<file path="src/rtl/fetch_pkg.sv">
// Shared types and defaults for the instruction fetch stage.
package fetch_pkg;

    localparam logic [31:0] RESET_PC_DEF = 32'h0000_0000;
    localparam logic [31:0] NOP_INST_DEF = 32'h0000_0013;

    typedef enum logic [1:0] {
        REQ,
        WAIT,
        DROP
    } fetch_state_t;

    typedef struct packed {
        logic        valid;
        logic [31:0] inst;
        logic [31:0] pc;
        logic [31:0] pc_plus4;
    } if_id_t;

    function automatic if_id_t make_if_id(input logic valid, input logic [31:0] inst,
                                          input logic [31:0] pc);
        make_if_id = '{valid: valid, inst: inst, pc: pc, pc_plus4: pc + 32'd4};
    endfunction

endpackage

</file>
<file path="src/rtl/fetch_if.sv">
// Request/grant/response instruction-memory port, one outstanding request.
interface fetch_if;
    logic        imem_req;
    logic [31:0] imem_addr;
    logic        imem_gnt;
    logic        imem_rvalid;
    logic [31:0] imem_rdata;

    modport master (
        output imem_req,
        output imem_addr,
        input  imem_gnt,
        input  imem_rvalid,
        input  imem_rdata
    );

    modport slave (
        input  imem_req,
        input  imem_addr,
        output imem_gnt,
        output imem_rvalid,
        output imem_rdata
    );
endinterface

</file>
<file path="src/rtl/fetch_skid_buf.sv">
// One-entry holding slot for a fetched word that decode could not take yet.
module fetch_skid_buf
    import fetch_pkg::*;
(
    input  logic        clk,
    input  logic        reset,
    input  logic        clear,
    input  logic        load,
    input  logic        drain,
    input  logic [31:0] load_inst,
    input  logic [31:0] load_pc,
    output logic        valid,
    output logic [31:0] inst,
    output logic [31:0] pc
);

    // A load in the same cycle as a drain refills the slot.
    always_ff @(posedge clk) begin
        if (reset) begin
            valid <= 1'b0;
            inst  <= NOP_INST_DEF;
            pc    <= 32'd0;
        end else if (clear) begin
            valid <= 1'b0;
        end else if (load) begin
            valid <= 1'b1;
            inst  <= load_inst;
            pc    <= load_pc;
        end else if (drain) begin
            valid <= 1'b0;
        end
    end

endmodule

</file>
<file path="src/rtl/fetch_stage.sv">
// Instruction fetch with IF/ID register, one outstanding imem request and skid slot.
// state | meaning
// REQ   | presenting pc to memory (held off while skid full)
// WAIT  | request granted, awaiting response; may issue next on response
// DROP  | redirect hit an in-flight request; discard its response
module fetch_stage
    import fetch_pkg::*;
#(
    parameter logic [31:0] RESET_PC = RESET_PC_DEF,
    parameter logic [31:0] NOP_INST = NOP_INST_DEF
) (
    input  logic          clk,
    input  logic          reset,
    fetch_if.master       imem,
    input  logic          stall,
    input  logic          redirect,
    input  logic [31:0]   redirect_pc,
    output logic          id_valid,
    output logic [31:0]   id_inst,
    output logic [31:0]   id_pc,
    output logic [31:0]   id_pc_plus4
);

    fetch_state_t state;
    logic [31:0]  pc;
    logic [31:0]  req_pc;
    if_id_t       id_q;

    logic         accept;
    logic         resp;
    logic         req;
    logic         fetch_fire;
    logic         skid_valid;
    logic [31:0]  skid_inst;
    logic [31:0]  skid_pc;
    logic         skid_load;
    logic         skid_drain;

    assign accept     = !id_q.valid || !stall;
    assign resp       = imem.imem_rvalid && (state == WAIT);
    assign skid_drain = skid_valid && accept && !redirect;
    assign skid_load  = resp && !redirect && (skid_valid ? accept : !accept);
    assign fetch_fire = req && imem.imem_gnt;

    always_comb begin
        req = 1'b0;
        unique case (state)
            REQ:     req = !skid_valid && !redirect;
            WAIT:    req = resp && accept && !skid_valid && !redirect;
            default: req = 1'b0;
        endcase
    end

    assign imem.imem_req  = req;
    assign imem.imem_addr = pc;

    fetch_skid_buf u_skid (
        .clk       (clk),
        .reset     (reset),
        .clear     (redirect),
        .load      (skid_load),
        .drain     (skid_drain),
        .load_inst (imem.imem_rdata),
        .load_pc   (req_pc),
        .valid     (skid_valid),
        .inst      (skid_inst),
        .pc        (skid_pc)
    );

    always_ff @(posedge clk) begin
        if (reset) begin
            state  <= REQ;
            pc     <= RESET_PC;
            req_pc <= RESET_PC;
            id_q   <= make_if_id(1'b0, NOP_INST, 32'd0);
        end else if (redirect) begin
            pc         <= redirect_pc & ~32'h3;
            id_q.valid <= 1'b0;
            id_q.inst  <= NOP_INST;
            // A request still in flight must have its response swallowed.
            if ((state == WAIT || state == DROP) && !imem.imem_rvalid)
                state <= DROP;
            else
                state <= REQ;
        end else begin
            if (fetch_fire) begin
                req_pc <= pc;
                pc     <= pc + 32'd4;
            end

            if (skid_drain) begin
                id_q <= make_if_id(1'b1, skid_inst, skid_pc);
            end else if (resp && accept) begin
                id_q <= make_if_id(1'b1, imem.imem_rdata, req_pc);
            end else if (accept) begin
                id_q.valid <= 1'b0;
                id_q.inst  <= NOP_INST;
            end

            unique case (state)
                REQ: begin
                    if (fetch_fire)
                        state <= WAIT;
                end
                WAIT: begin
                    if (imem.imem_rvalid)
                        state <= fetch_fire ? WAIT : REQ;
                end
                DROP: begin
                    if (imem.imem_rvalid)
                        state <= REQ;
                end
                default: state <= REQ;
            endcase
        end
    end

    assign id_valid    = id_q.valid;
    assign id_inst     = id_q.inst;
    assign id_pc       = id_q.pc;
    assign id_pc_plus4 = id_q.pc_plus4;

    rvalid_needs_request: assert property (@(posedge clk) disable iff (reset)
        imem.imem_rvalid |-> (state != REQ));

    skid_never_overflows: assert property (@(posedge clk) disable iff (reset)
        skid_load |-> (!skid_valid || skid_drain));

endmodule

</file>
<file path="src/flat_wrapper.sv">
// flat-port wrapper written by rule: the top's interface ports become plain ports
module fetch_stage_flat import fetch_pkg::*;
#(
    parameter logic [31:0] RESET_PC = RESET_PC_DEF,
    parameter logic [31:0] NOP_INST = NOP_INST_DEF
)
  (clk, reset, stall, redirect, redirect_pc, id_valid, id_inst, id_pc, id_pc_plus4, imem_imem_req, imem_imem_addr, imem_imem_gnt, imem_imem_rvalid, imem_imem_rdata);
  fetch_if imem_i ();
  input  logic clk;
  input  logic reset;
  input  logic stall;
  input  logic redirect;
  input  logic [31:0] redirect_pc;
  output logic id_valid;
  output logic [31:0] id_inst;
  output logic [31:0] id_pc;
  output logic [31:0] id_pc_plus4;
  output wire logic [$bits(imem_i.imem_req)-1:0] imem_imem_req;
  output wire logic [$bits(imem_i.imem_addr)-1:0] imem_imem_addr;
  input wire logic [$bits(imem_i.imem_gnt)-1:0] imem_imem_gnt;
  input wire logic [$bits(imem_i.imem_rvalid)-1:0] imem_imem_rvalid;
  input wire logic [$bits(imem_i.imem_rdata)-1:0] imem_imem_rdata;
  assign imem_imem_req = imem_i.imem_req;
  assign imem_imem_addr = imem_i.imem_addr;
  assign imem_i.imem_gnt = imem_imem_gnt;
  assign imem_i.imem_rvalid = imem_imem_rvalid;
  assign imem_i.imem_rdata = imem_imem_rdata;
  fetch_stage #(.RESET_PC(RESET_PC), .NOP_INST(NOP_INST)) u_core (.clk(clk), .reset(reset), .imem(imem_i), .stall(stall), .redirect(redirect), .redirect_pc(redirect_pc), .id_valid(id_valid), .id_inst(id_inst), .id_pc(id_pc), .id_pc_plus4(id_pc_plus4));
endmodule
</file>
<file path="config.mk">
export PLATFORM = sky130hd
export DESIGN_NAME = fetch_stage_flat
export DESIGN_NICKNAME = d
export VERILOG_FILES = /design/src/rtl/fetch_pkg.sv /design/src/rtl/fetch_if.sv /design/src/rtl/fetch_skid_buf.sv /design/src/rtl/fetch_stage.sv /design/src/flat_wrapper.sv
export SDC_FILE = /design/constraint.sdc
export NUM_CORES = 1
export LEC_CHECK = 0
export CAP_MARGIN = 20
export CORE_MARGIN = 4
export CORE_UTILIZATION = 45
export DETAILED_ROUTE_END_ITERATION = 8
export PLACE_DENSITY_LB_ADDON = 0.1
export SLEW_MARGIN = 20
export SYNTH_ARGS = -nofsm -noshare
export SYNTH_HDL_FRONTEND = slang
export SYNTH_HIERARCHICAL = 1
export SYNTH_SLANG_ARGS = --single-unit
</file>
<file path="constraint.sdc">
create_clock -name clk -period 7.15 [get_ports clk]
set_input_delay 1.43 -clock clk [delete_from_list [all_inputs] [get_ports clk]]
set_output_delay 1.43 -clock clk [all_outputs]
set_load 0.1 [all_outputs]
</file>
After elaboration in Yosys (flattened, before gate mapping)
Cells that the tools add are included.
{ "word_totals": {"word_cells": 66, "inputBits": 70, "regBits": 228} }
{ "classes": {"n_eq_ne": 5, "add_sub_neg": 3, "n_bitwise": 1, "reduce_logical": 29, "mux": 17} }
{ "ops": {"columns": ["operator", "n"], "rows": [
  ["2-to-1 mux 97 bit", 1],
  ["adder 32 x 3 -> 32 bit, second input constant", 3],
  ["2-to-1 mux 33 bit", 2],
  ["2-to-1 mux 32 bit", 2],
  ["2-to-1 mux 64 bit", 1],
  ["logical AND 1 bit", 11],
  ["2-to-1 mux 2 bit", 5],
  ["logical NOT 1 bit", 6],
  ["inequality test 3 bit, second input constant", 2],
  ["one-hot mux 2 bit (3 select lines)", 1],
  ["AND reduction 2 bit", 3],
  ["nonzero test 2 bit", 3],
  ["2-to-1 mux 1 bit", 4],
  ["inequality test 3 x 2 -> 1 bit, second input constant", 1],
  ["AND reduction 3 bit", 1],
  ["nonzero test 3 bit", 1],
  ["equality test 2 x 1 -> 1 bit, second input constant", 1],
  ["equality test 2 bit, second input constant", 1],
  ["logical NOT 2 bit", 1],
  ["logical OR 1 bit", 2],
  ["one-hot mux 1 bit (2 select lines)", 1],
  ["OR reduction 2 bit", 1],
  ["inverter 1 bit", 1]
]} }

Logic depth before layout (Yosys ltp)
{ "logic_depth": {"depth_word": 11, "mapped_depth": 17, "depth_no_buf": 12} }

By module
The synthesis kept the hierarchy.
{ "modules_own_cells": {"columns": ["mod", "cells_each", "area_per_inst_um2", "n_inst"], "rows": [
  ["fetch_stage", 949, 7689.9, 1],
  ["fetch_skid_buf", 294, 3135.5, 1]
]} }

Worst setup path after synthesis
Ideal clock, no wire load.
{ "synth_path": {"kind": "in2reg", "start": "in stall", "end": "reg u_core.id_q (netlist bit u_core/id_pc_plus4[16])", "path_buffers": 5, "t_required_ns": 7.018, "path_slack_ns": 2.714, "stages": 17, "arrival_time_ns": 4.304, "cell_sequence": "and2_1 -> clkbuf_1 -> inv_1 -> ha_1 -> nand2b_4 -> inv_2 -> buf_4 -> buf_4 -> buf_2 -> buf_2 -> nand2_1 -> nand2_1 -> ha_1 -> o2111ai_2 -> or4_1 -> nand3_1 -> a21oi_1"} }
{ "synth_via": {"elab_chain_cells": 6, "word_cells_on_any_way": 8, "cone_classes": "1 x mux; 7 x reduce/logical"} }
{ "synth_rtl": {"columns": ["item", "line_no", "source"], "rows": [
  ["start, declared", "flat_wrapper.sv:11", "input logic stall;"],
  ["logical NOT 1 bit (*)", "fetch_stage.sv:39", "assign accept = !id_q.valid || !stall;"],
  ["logical OR 1 bit (*)", "fetch_stage.sv:39", null],
  ["logical AND 1 bit (2 in a row)", "fetch_stage.sv:41", "assign skid_drain = skid_valid && accept && !redirect;"],
  ["nonzero test 2 bit (no source line)", null, null],
  ["AND reduction 2 bit (no source line)", null, null],
  ["end signal, assigned", "fetch_stage.sv:75", "id_q <= make_if_id(1'b0, NOP_INST, 32'd0);"],
  ["end signal, assigned", "fetch_stage.sv:92", "id_q <= make_if_id(1'b1, skid_inst, skid_pc);"],
  ["end signal, assigned", "fetch_stage.sv:94", "id_q <= make_if_id(1'b1, imem.imem_rdata, req_pc);"],
  ["end, declared", "fetch_stage.sv:27", "if_id_t id_q;"]
]} }
Every way passes the cells marked *; elsewhere a longest branch is shown, timed or not.
A chain may end at the register's enable or synchronous reset.

Worst setup path after layout
{ "layout_path": {"start": "in stall", "end": "out imem_imem_req"} }
{ "layout_via": {"elab_chain_cells": 6} }
{ "layout_rtl": {"columns": ["item", "line_no", "source"], "rows": [
  ["logical NOT 1 bit", "fetch_stage.sv:39", null],
  ["logical OR 1 bit", "fetch_stage.sv:39", null],
  ["logical AND 1 bit (3 in a row)", "fetch_stage.sv:49", "WAIT: req = resp && accept && !skid_valid && !redirect;"],
  ["one-hot mux 1 bit (2 select lines)", "fetch_stage.sv:47", "unique case (state)"],
  ["end, declared", "flat_wrapper.sv:18", "output wire logic [$bits(imem_i.imem_req)-1:0] imem_imem_req;"]
]} }
No other way between the ends.

==> results summary <==
The run finished with clean final reports. The fill cell instance count of the final layout is 2140. The I/O pin total came out at 200. Buffers inserted to repair hold after CTS numbered 0. Across the run, the number of max-cap violations was 0.

Entering global routing, the biggest net connects 98 pins. dfxtp_1 takes more of the synthesized area than any other cell. For this run, the top clock speed supported by timing is 189 MHz. The detailed router placed 9640 vias in this run. The via density per instance is 5.63. The global router's overall resource usage came out at 22.1%. The fraction of layout cells with a size suffix above 1 is 9.83%. The dominant synthesized flop cell is dfxtp_1. The core footprint came out at 23500 um2. The total power consumption of the routed design came out at 2.90 mW. The maximum number of buffers from clock root to sink came out at 3. In the synthesized netlist the async set-or-reset flop fraction comes to 0%.

STA puts the critical path data arrival time at 3.85 ns. The critical path is of the input port to output pin type. In this run, post-CTS repair resized a total of 0 instances.

The top cell type's share of synthesized area is 41.1%. The TritonCTS buffer count is 25. The die footprint is 26600 um2. For this run, the number of Yosys warnings is 6. VDD sags by at most 0.152 mV. The static leakage came out at 4.56 nW. The number of antenna-violating nets in the routed design came out at 0. The clock tree root buffer cell is clkbuf_16. In this run the worst hold path is classified as flip-flop to flip-flop.

Input and output buffers added on the ports amount to 195. The worst hold path begins at u_core/id_pc_plus4[2]. Tracing the worst setup path back leads to its startpoint at stall. The wire length of the first global-routing pass is 49.2 mm. The critical path data required time came out at 5.72 ns. The netlist area before placement came out at 10800 um2. The overall routed net length came out at 30.1 mm. The number of endpoints failing setup at the final stage is 0. The element type at the critical path end is an output pin.

STA classifies the critical path startpoint as an input port. The overall die width is 163 um. Global routing finished with a remaining overflow of 0. The final cell utilization of the core is 57.6%. The H-tree depth came out at 1.

The synthesized netlist cell count came out at 1243. The most common cell in the netlist is dfxtp_1. The relative area change from synthesis to final layout is 25.4%. The source of the worst register-to-register timing path is u_core/id_valid. The clock period minus worst slack came out at 5.28 ns.

The fraction of the cycle the final worst path needs is 73.8%. The final layout contains 1455 nets. The number of synthesized register bits came out at 222. Dividing the detail-routed wire length by the instance count gives 17.6 um. The power per unit of standard cell area came out at 214 nW/um2.

The transition time at the pin with the least slew margin is 1.01 ns. The relative slew slack came out at 32.1%. The number of placement rows came out at 56. The die is 163 um tall.

Setup repair after global routing left no endpoint under its margin. The clock sink count is 222. Sequential cells were found to cover 41.1% of the synthesized design area. The initial antenna violation count is 0. The via count of the first global-routing pass came to 9221. The worst-skew pair later-pin latency is 0.51 ns. In this run, synthesis inferred 0 flip-flops with an integrated enable. The post-synthesis cell type count came out at 75. The first routing iteration left 754 violations. In the post-synthesis netlist, the biggest area contributors are dfxtp_1, nand4bb_1, nand2_1. The post-CTS setup buffer count came out at 0. The diode insertion count for antenna repair came out at 0. The initial core utilization is 46.0%. The synthesized area per cell came out at 8.71 um2. The maximum fanout along the worst path is 32. The setup TNS came out at 0 ns. TritonCTS built the clock tree. The first detailed-routing pass ran for 5 iterations. The final max-slew violation count is 0.

The number of hold-slack violations in the final timing report is 0. The register clock-pin slew on the reported worst setup and hold paths came out at 0.06 ns. The worst setup skew after layout came out at 0.0107 ns. The final HPWL from detailed placement is 19.5 mm. After synthesis, the most frequently instantiated cells are dfxtp_1, nand2_1, nor2_1. The routability congestion estimate from global placement is 0.807. The detailed-route DRC error count came out at 0.
[through the flow]
step           hold slack [ns]  worst slack (ns)  instances  instance area [um2]
2_1_floorplan            0.439              2.71       1246                10800
3_3_place_gp             0.433              1.62       1670                12800
3_5_place_dp             0.438              1.59       1670                12800
4_1_cts                  0.446              1.87       1711                13600
5_1_grt                  0.476              1.76       1712                13600
6_report                 0.445              1.87       1712                13600
[worst max-delay path, cell delays in order]
cell and delay (ns):
clkdlybuf4s50_1 0.40, and2_1 0.15, buf_4 0.25, o22ai_1 0.28
and2_1 0.20, clkdlybuf4s50_1 1.14
[metal layers]
metal | wire length (um) | up-vias | track usage (%)
li1 | - | 4785 | -
met1 | 15300 | 4548 | 34.4
met2 | 12500 | 282 | 32.2
met3 | 1880 | 25 | 3.61
met4 | 323 | 0 | 3.85
met5 | 0 | - | 0
[report_power, final]
group | internal, mW | switching [mW] | leakage [nW]
sequential | 1.26 | 0.0281 | 1.80
clock | 0.733 | 0.504 | 0.389
combinational | 0.116 | 0.261 | 2.38
total | 2.11 | 0.793 | 4.56
[area by class of cell]
type | instances | area (um2) | share of cell area, %
Multi-Input combinational cell | 905 | 5800 | 42.7
Clock buffer | 34 | 719 | 5.30
Timing Repair Buffer | 213 | 2100 | 15.4
Inverter | 12 | 45.0 | 0.332
Tap cell | 319 | 399 | 2.94
Sequential cell | 222 | 4440 | 32.7
Clock inverter | 7 | 66.3 | 0.489
[placed cells by master (no fill, tap or decap), types with 5 or more instances in the layout]
| cell type | instances |
|---|---|
| a211oi_1 | 24 |
| a21oi_1 | 59 |
| a221oi_1 | 30 |
| a31oi_1 | 18 |
| and2_1 | 6 |
| and3_1 | 23 |
| buf_4 | 17 |
| clkbuf_16 | 25 |
| clkbuf_8 | 6 |
| clkdlybuf4s50_1 | 193 |
| dfxtp_1 | 222 |
| ha_1 | 6 |
| inv_1 | 10 |
| mux2_2 | 12 |
| mux2i_1 | 35 |
| mux2i_2 | 5 |
| nand2_1 | 177 |
| nand2b_1 | 62 |
| nand3_1 | 37 |
| nand4_1 | 21 |
| nand4bb_1 | 61 |
| nor2_1 | 96 |
| nor3_1 | 40 |
| nor4_1 | 8 |
| o211ai_1 | 11 |
| o21ai_0 | 17 |
| o21ai_1 | 23 |
| o21ai_2 | 39 |
| or3_1 | 13 |
| or4_1 | 5 |
| xor2_1 | 5 |
[flip-flops by register name (all words and copies together), names as in the netlist]
register,cells
u_core/req_pc,30
u_core/u_skid/pc,32
u_core/id_pc_plus4,30
u_core/id_valid,1
u_core/id_pc,32
u_core/u_skid/inst,32
u_core/imem.imem_addr,30
u_core/state,2
u_core/u_skid/valid,1
u_core/id_inst,32
[path summary, 6_finish.rpt]
| kind | to | slack (ns) | cells past startpoint |
|---|---|---|---|
| setup / recovery | imem_imem_req | 1.87 | 6 |
| setup reg to reg | u_core/id_pc_plus4[18] | 3.12 | 11 |
| hold reg to reg | u_core/id_pc_plus4[2] | 0.44 | 2 |
| hold / removal | u_core/id_pc_plus4[2] | 0.44 | 2 |
[cells by family after synthesis]
group,Yosys count,synth area share (%)
simple gates,568,29.3
compound gates,266,17.3
flops,222,41.1
buf+inv,119,5.64
mux,53,5.33
xor+xnor,8,0.647
fa+ha+maj,6,0.693
other cells,1,0.0346
Note: power is estimated with default switching activity, not from simulation.
